[src/rtl/palette_pkg.sv]
// Shared types for the palette write controller: sizes, FSM states and the
// {addr, data} write payload carried by the FIFO and the grant mux.
package palette_pkg;

  localparam int unsigned PAL_ENTRIES = 32;
  localparam int unsigned PAL_AW      = 5;
  localparam int unsigned PAL_DW      = 8;

  typedef enum logic {
    ST_CLEAR = 1'b0,
    ST_RUN   = 1'b1
  } pal_state_e;

  typedef struct packed {
    logic [PAL_AW-1:0] addr;
    logic [PAL_DW-1:0] data;
  } pal_wr_t;

  // Palette pointer advance; wraps 31 -> 0 through the 5-bit width.
  function automatic logic [PAL_AW-1:0] pal_next_addr(input logic [PAL_AW-1:0] a);
    return a + PAL_AW'(1);
  endfunction

endpackage

[src/rtl/palette_wr_fifo.sv]
// Small synchronous FIFO of palette writes; a pop in the same cycle frees a
// slot for a push, so a full FIFO that is being drained still accepts.
module palette_wr_fifo
  import palette_pkg::*;
#(
  parameter int unsigned DEPTH = 2
) (
  input  logic    clk,
  input  logic    reset,
  input  logic    push,
  input  pal_wr_t wr_data,
  input  logic    pop,
  output pal_wr_t rd_data_c,
  output logic    full,
  output logic    empty
);

  localparam int unsigned AW = $clog2(DEPTH);
  localparam int unsigned CW = AW + 1;

  pal_wr_t         mem_q [DEPTH];
  pal_wr_t         mem_d [DEPTH];
  logic [AW-1:0]   wr_q, wr_d;
  logic [AW-1:0]   rd_q, rd_d;
  logic [CW-1:0]   cnt_q, cnt_d;
  logic            full_q, full_d;
  logic            empty_q, empty_d;
  logic            do_push;
  logic            do_pop;

  // Pointer, occupancy and storage update.
  always_comb begin
    mem_d   = mem_q;
    wr_d    = wr_q;
    rd_d    = rd_q;
    do_pop  = pop && !empty_q;
    do_push = push && (!full_q || do_pop);
    if (do_push) begin
      mem_d[wr_q] = wr_data;
      wr_d        = wr_q + AW'(1);
    end
    if (do_pop) begin
      rd_d = rd_q + AW'(1);
    end
    cnt_d   = cnt_q + CW'(do_push) - CW'(do_pop);
    full_d  = (cnt_d == CW'(DEPTH));
    empty_d = (cnt_d == '0);
  end

  always_ff @(posedge clk) begin
    if (reset) begin
      wr_q    <= '0;
      rd_q    <= '0;
      cnt_q   <= '0;
      full_q  <= 1'b0;
      empty_q <= 1'b1;
    end else begin
      wr_q    <= wr_d;
      rd_q    <= rd_d;
      cnt_q   <= cnt_d;
      full_q  <= full_d;
      empty_q <= empty_d;
    end
  end

  // Storage needs no reset: occupancy alone decides what is valid.
  always_ff @(posedge clk) begin
    mem_q <= mem_d;
  end

  assign rd_data_c = mem_q[rd_q];
  assign full      = full_q;
  assign empty     = empty_q;

endmodule

[src/rtl/palette_wr_arbiter.sv]
// Palette RAM write-port controller: power-up clear, CPU pointer + FIFO path
// and host valid/ready path. Clear sequence compiled in with PALETTE_CLEAR_EN.
module palette_wr_arbiter
  import palette_pkg::*;
#(
  parameter int unsigned       FIFO_DEPTH   = 2,
  parameter int unsigned       STARVE_LIMIT = 4,
  parameter logic [PAL_DW-1:0] CLEAR_VALUE  = 8'h00
) (
  input  logic              clk,
  input  logic              reset,
  input  logic              cpu_addr_load,
  input  logic [PAL_AW-1:0] cpu_addr_val,
  input  logic              cpu_wr,
  input  logic [PAL_DW-1:0] cpu_wrdata,
  input  logic              host_valid,
  output logic              host_ready,
  input  logic [PAL_AW-1:0] host_addr,
  input  logic [PAL_DW-1:0] host_wrdata,
  output logic [PAL_AW-1:0] pal_addr,
  output logic [PAL_DW-1:0] pal_wrdata,
  output logic              pal_wren,
  output logic [PAL_AW-1:0] cpu_ptr,
  output logic              busy,
  output logic              overflow
);

  localparam int unsigned SW = $clog2(STARVE_LIMIT + 1);

`ifdef PALETTE_CLEAR_EN
  localparam pal_state_e ST_RESET   = ST_CLEAR;
  localparam logic       BUSY_RESET = 1'b1;
`else
  localparam pal_state_e ST_RESET   = ST_RUN;
  localparam logic       BUSY_RESET = 1'b0;
`endif

  pal_state_e        state_q, state_d;
  pal_wr_t           pal_q, pal_d;
  logic              wren_q, wren_d;
  logic              busy_q, busy_d;
  logic [PAL_AW-1:0] ptr_q, ptr_d;
  logic              ovf_q, ovf_d;
  logic [SW-1:0]     starve_q, starve_d;
`ifdef PALETTE_CLEAR_EN
  logic [PAL_AW-1:0] clr_cnt_q, clr_cnt_d;
`endif

  logic              grant_host;
  logic              grant_cpu;
  logic              fifo_push;
  logic              fifo_pop;
  pal_wr_t           fifo_wr;
  pal_wr_t           fifo_rd;
  logic              fifo_full;
  logic              fifo_empty;

  palette_wr_fifo #(
    .DEPTH (FIFO_DEPTH)
  ) u_fifo (
    .clk       (clk),
    .reset     (reset),
    .push      (fifo_push),
    .wr_data   (fifo_wr),
    .pop       (fifo_pop),
    .rd_data_c (fifo_rd),
    .full      (fifo_full),
    .empty     (fifo_empty)
  );

  // FSM next state, write-port grant and registered palette outputs.
  always_comb begin
    state_d    = state_q;
    pal_d      = pal_q;
    wren_d     = 1'b0;
    busy_d     = 1'b0;
    starve_d   = '0;
    grant_host = 1'b0;
    grant_cpu  = 1'b0;
`ifdef PALETTE_CLEAR_EN
    clr_cnt_d  = clr_cnt_q;
`endif
    case (state_q)
      ST_CLEAR: begin
`ifdef PALETTE_CLEAR_EN
        wren_d     = 1'b1;
        busy_d     = 1'b1;
        pal_d      = '{addr: clr_cnt_q, data: CLEAR_VALUE};
        clr_cnt_d  = pal_next_addr(clr_cnt_q);
        if (clr_cnt_q == PAL_AW'(PAL_ENTRIES - 1)) begin
          state_d = ST_RUN;
        end
`else
        pal_d.data = CLEAR_VALUE;
        state_d    = ST_RUN;
`endif
      end
      ST_RUN: begin
        // Host wins when the FIFO is idle or the CPU has hit its streak limit.
        grant_host = host_valid && (fifo_empty || (starve_q >= SW'(STARVE_LIMIT)));
        grant_cpu  = !fifo_empty && !grant_host;
        if (grant_host) begin
          wren_d = 1'b1;
          pal_d  = '{addr: host_addr, data: host_wrdata};
        end else if (grant_cpu) begin
          wren_d   = 1'b1;
          pal_d    = fifo_rd;
          starve_d = host_valid ? (starve_q + SW'(1)) : '0;
        end
      end
    endcase
  end

  // CPU pointer follows VDP semantics: it advances even when the write drops.
  always_comb begin
    ptr_d     = ptr_q;
    fifo_push = cpu_wr;
    fifo_wr   = '{addr: (cpu_addr_load ? cpu_addr_val : ptr_q), data: cpu_wrdata};
    if (cpu_wr) begin
      ptr_d = pal_next_addr(fifo_wr.addr);
    end else if (cpu_addr_load) begin
      ptr_d = cpu_addr_val;
    end
    ovf_d = ovf_q || (cpu_wr && fifo_full && !fifo_pop);
  end

  assign fifo_pop = grant_cpu;

  always_ff @(posedge clk) begin
    if (reset) begin
      state_q   <= ST_RESET;
      pal_q     <= '0;
      wren_q    <= 1'b0;
      busy_q    <= BUSY_RESET;
      ptr_q     <= '0;
      ovf_q     <= 1'b0;
      starve_q  <= '0;
`ifdef PALETTE_CLEAR_EN
      clr_cnt_q <= '0;
`endif
    end else begin
      state_q   <= state_d;
      pal_q     <= pal_d;
      wren_q    <= wren_d;
      busy_q    <= busy_d;
      ptr_q     <= ptr_d;
      ovf_q     <= ovf_d;
      starve_q  <= starve_d;
`ifdef PALETTE_CLEAR_EN
      clr_cnt_q <= clr_cnt_d;
`endif
    end
  end

  assign host_ready = grant_host;
  assign pal_addr   = pal_q.addr;
  assign pal_wrdata = pal_q.data;
  assign pal_wren   = wren_q;
  assign cpu_ptr    = ptr_q;
  assign busy       = busy_q;
  assign overflow   = ovf_q;

endmodule
[config.mk]
export PLATFORM = sky130hd
export DESIGN_NAME = palette_wr_arbiter
export DESIGN_NICKNAME = d
export VERILOG_FILES = /design/src/rtl/palette_pkg.sv /design/src/rtl/palette_wr_fifo.sv /design/src/rtl/palette_wr_arbiter.sv
export SDC_FILE = /design/constraint.sdc
export NUM_CORES = 1
export LEC_CHECK = 0
export CAP_MARGIN = 10
export CORE_MARGIN = 2
export CORE_UTILIZATION = 38
export DETAILED_ROUTE_END_ITERATION = 16
export PLACE_DENSITY_LB_ADDON = 0.08
export SYNTH_ARGS = -nofsm -noshare
export SYNTH_HDL_FRONTEND = slang
export SYNTH_SLANG_ARGS = --single-unit
[constraint.sdc]
create_clock -name clk -period 2.1 [get_ports clk]
set_clock_uncertainty 0.05 [all_clocks]
set_input_delay 0.42 -clock clk [delete_from_list [all_inputs] [get_ports clk]]
set_output_delay 0.42 -clock clk [all_outputs]
set_load 0.005 [all_outputs]
==> results.cfg <==
[pwr]
p_leak_nw = 1.22
seqPwrFrac = 0.439
pwr-share-clk = 0.202
combPwrFrac = 0.359
p_sw_frac = 0.289
switchingPower_mw = 0.964
power_density_nw_per_um2 = 1080
p_int_mw = 2.37
peakVddDrop_uv = 544

[finish]
multi_input_area_um2 = 796
regArea_um2 = 1360
final_area_um2 = 3100
final_net_count = 291
fillers = 549
antennaDiodeCount = 0
drive_above_1_share = 0.143
syn_to_final_growth_pct = 37.6
finalNonFillerCells = 333

[yosys]
synth_xor_area_frac = 0.0195
synth-simple-area-share = 0.0895
ys_seq_elements = 55
synthAdderAreaFrac = 0.0167
synthMuxAreaShare = 0.0912
yosysMostFrequentCell = dfxtp_1
netlist_top_cells_count = dfxtp_1 (29), edfxtp_1 (26), mux2i_1 (18), nand2_1 (15), a22o_1 (13)
yosysSeqAreaShare = 0.605
synthArstFlopShare = 0
yosysTopAreaCell = edfxtp_1
ys_top_cells_by_area = edfxtp_1 (35%), dfxtp_1 (26%), mux2i_1 (8.0%)
synth_compound_area_frac = 0.133
avgSynthCellArea_um2 = 12.0
yosysTopAreaCellShare = 0.347
syn_inst = 188
synth-edff-count = 26
synth_nets = 222
syn_area_um2 = 2250
yosys.cell_types.count = 40
ys_warn_count = 0
synth_ff_type = dfxtp_1
synth_top_family_by_area = compound AO/OA/AOI/OAI gates

[global_route]
grt_max_degree = 28
use_met2 = 0.238
grt_busiest_layer = met2
grt_pass1_wl_um = 7110
grt_pass1_vias = 1563
antenna_found_initial = 0
use_met1 = 0.185
grt.total_usage = 0.144
gr-total-overflow = 0
grt_use_met3 = 0.0322

[detailed_routing]
ant_nets = 0
drt_first_iter_violations = 90
dr.pass1.iters = 4
wl_um = 4270
drt_drc_violations_left = 0
num_vias = 1578
avgRoutedWirePerCell_um = 12.8
vias_per_cell = 4.74

[clock_network]
cts-buffers-inserted = 5
clkTransAtPathRegs_ns = 0.09
clock_latency_ns = 0.30
cts.hold.buffers_added = 0
cts_root_buf = clkbuf_8
cts_setup_buffers = 0
clockBufferDepth = 2
htreeDepth = 2
cts_sinks = 55
tritoncts = built

[floorplan]
dieHeight_um = 81.0
die_area_um2 = 6560
chipWidth_um = 81.0
core_area_um2 = 5820
ios = 53
initial_core_util = 0.387
row_count = 28

[critical_path]
critPathKind = in2reg
crit_path_max_fanout = 2
cp.required_ns = 2.29
end_kind = register
startpoint_type = primary input
crit_arrival_ns = 2.07

[place]
placed_area_um2 = 2990
detailed_place_hpwl_um = 3100
io_buffers = 51
gp_congestion = 0.749
placedCellCount = 324
dpl_worst_slack_ns = -0.184

[sta]
final_hold_viol_count = 0
timing.final.crit_share = 0.896
finalSetupViolCount = 0
setup_ws_ns = 0.218
maxSlewViolCount = 0
period_needed_ns = 1.88
fmax_mhz = 531
rsz0062_at_grt = false

[min_path]
hold_path.class = reg2reg

[run_status]
status = complete, no violations

[job]
drv_cap = 0
[registers in the layout, summed over array words and instances, names as in the netlist]
signal        count
cpu_ptr           5
overflow          1
pal_addr          5
pal_wrdata        8
pal_wren          1
starve_q          3
u_fifo.cnt_q      2
u_fifo.empty      1
u_fifo.full       1
u_fifo.mem_q     26
u_fifo.rd_q       1
u_fifo.wr_q       1
[layer usage]
layer	routed length [um]	share of wire
met4	53	0.012
met1	2070	0.48
met5	0	0
met2	1960	0.46
met3	191	0.045
[timing repair]
action,4_1_cts,5_1_grt
hold endpoints to repair,0,0
resized for setup,1,0
endpoints found under the setup margin,1,0
[critical path, stage by stage]
cell             delay [ns]
clkdlybuf4s50_1        0.48
a21o_1                 0.14
inv_2                  0.05
ha_1                   0.31
or4_4                  0.55
a21oi_2                0.13
[power groups by stage]
stage,logic (mW),clock network [mW],registers [mW]
final,1.20,0.675,1.47
after global placement,1.21,0,1.49
after floorplan,0.700,0,1.46
after detailed placement,1.21,0,1.50
after CTS,1.21,0.702,1.47
after global routing,1.34,0.729,1.50
[through the flow]
step | hold WS [ns] | utilization | setup TNS (ns) | total power, mW
floorplan | 0.354 | - | 0 | 2.16
global placement | 0.377 | 0.513 | -2.19 | 2.70
detailed placement | 0.377 | 0.513 | -2.95 | 2.71
CTS | 0.389 | 0.531 | 0 | 3.39
global route | 0.410 | 0.533 | 0 | 3.57
finish | 0.393 | 0.533 | 0 | 3.34
[cell families (layout without fill, tap and decap cells)]
logic type / after synthesis / count (layout)
AO/OA/AOI/OAI: 42 / 42
XOR/XNOR: 5 / 5
adder cells (fa/ha/maj): 3 / 3
buffers and inverters: 21 / 91
flip-flops: 55 / 55
multiplexers: 20 / 20
other: 1 / 1
AND/OR/NAND/NOR: 41 / 41
[placed cells by master (no fill, tap or decap), drive strengths merged, types with 3 or more instances in the layout]
cell type	Yosys	layout
a21oi	5	5
nand2	15	15
clkbuf	3	7
dfxtp	29	29
and3	4	4
xnor2	3	3
inv	9	9
buf	9	23
mux2i	19	19
o21ai	14	14
a22o	13	13
clkdlybuf4s50	0	50
edfxtp	26	26
nor2	11	11
ha	3	3
[path summary, 6_finish.rpt]
kind	from	to	slack (ns)	cells after the start
setup / recovery	host_valid	u_fifo.full$_SDFF_PP0_	0.22	6
hold / removal	starve_q[0]$_SDFF_PP0_	starve_q[0]$_SDFF_PP0_	0.39	1
setup reg to reg	u_fifo.empty$_SDFF_PP1_	u_fifo.full$_SDFF_PP0_	0.37	5
hold reg to reg	starve_q[0]$_SDFF_PP0_	starve_q[0]$_SDFF_PP0_	0.39	1
[final cells by class]
| type | count | area share |
|---|---|---|
| Clock buffer | 7 | 0.0246 |
| Sequential cell | 55 | 0.439 |
| Multi-Input combinational cell | 112 | 0.257 |
| Tap cell | 75 | 0.0303 |
| Clock inverter | 1 | 0.00969 |
| Timing Repair Buffer | 74 | 0.228 |
| Inverter | 9 | 0.0109 |
Power figures use the tool's default switching activity.
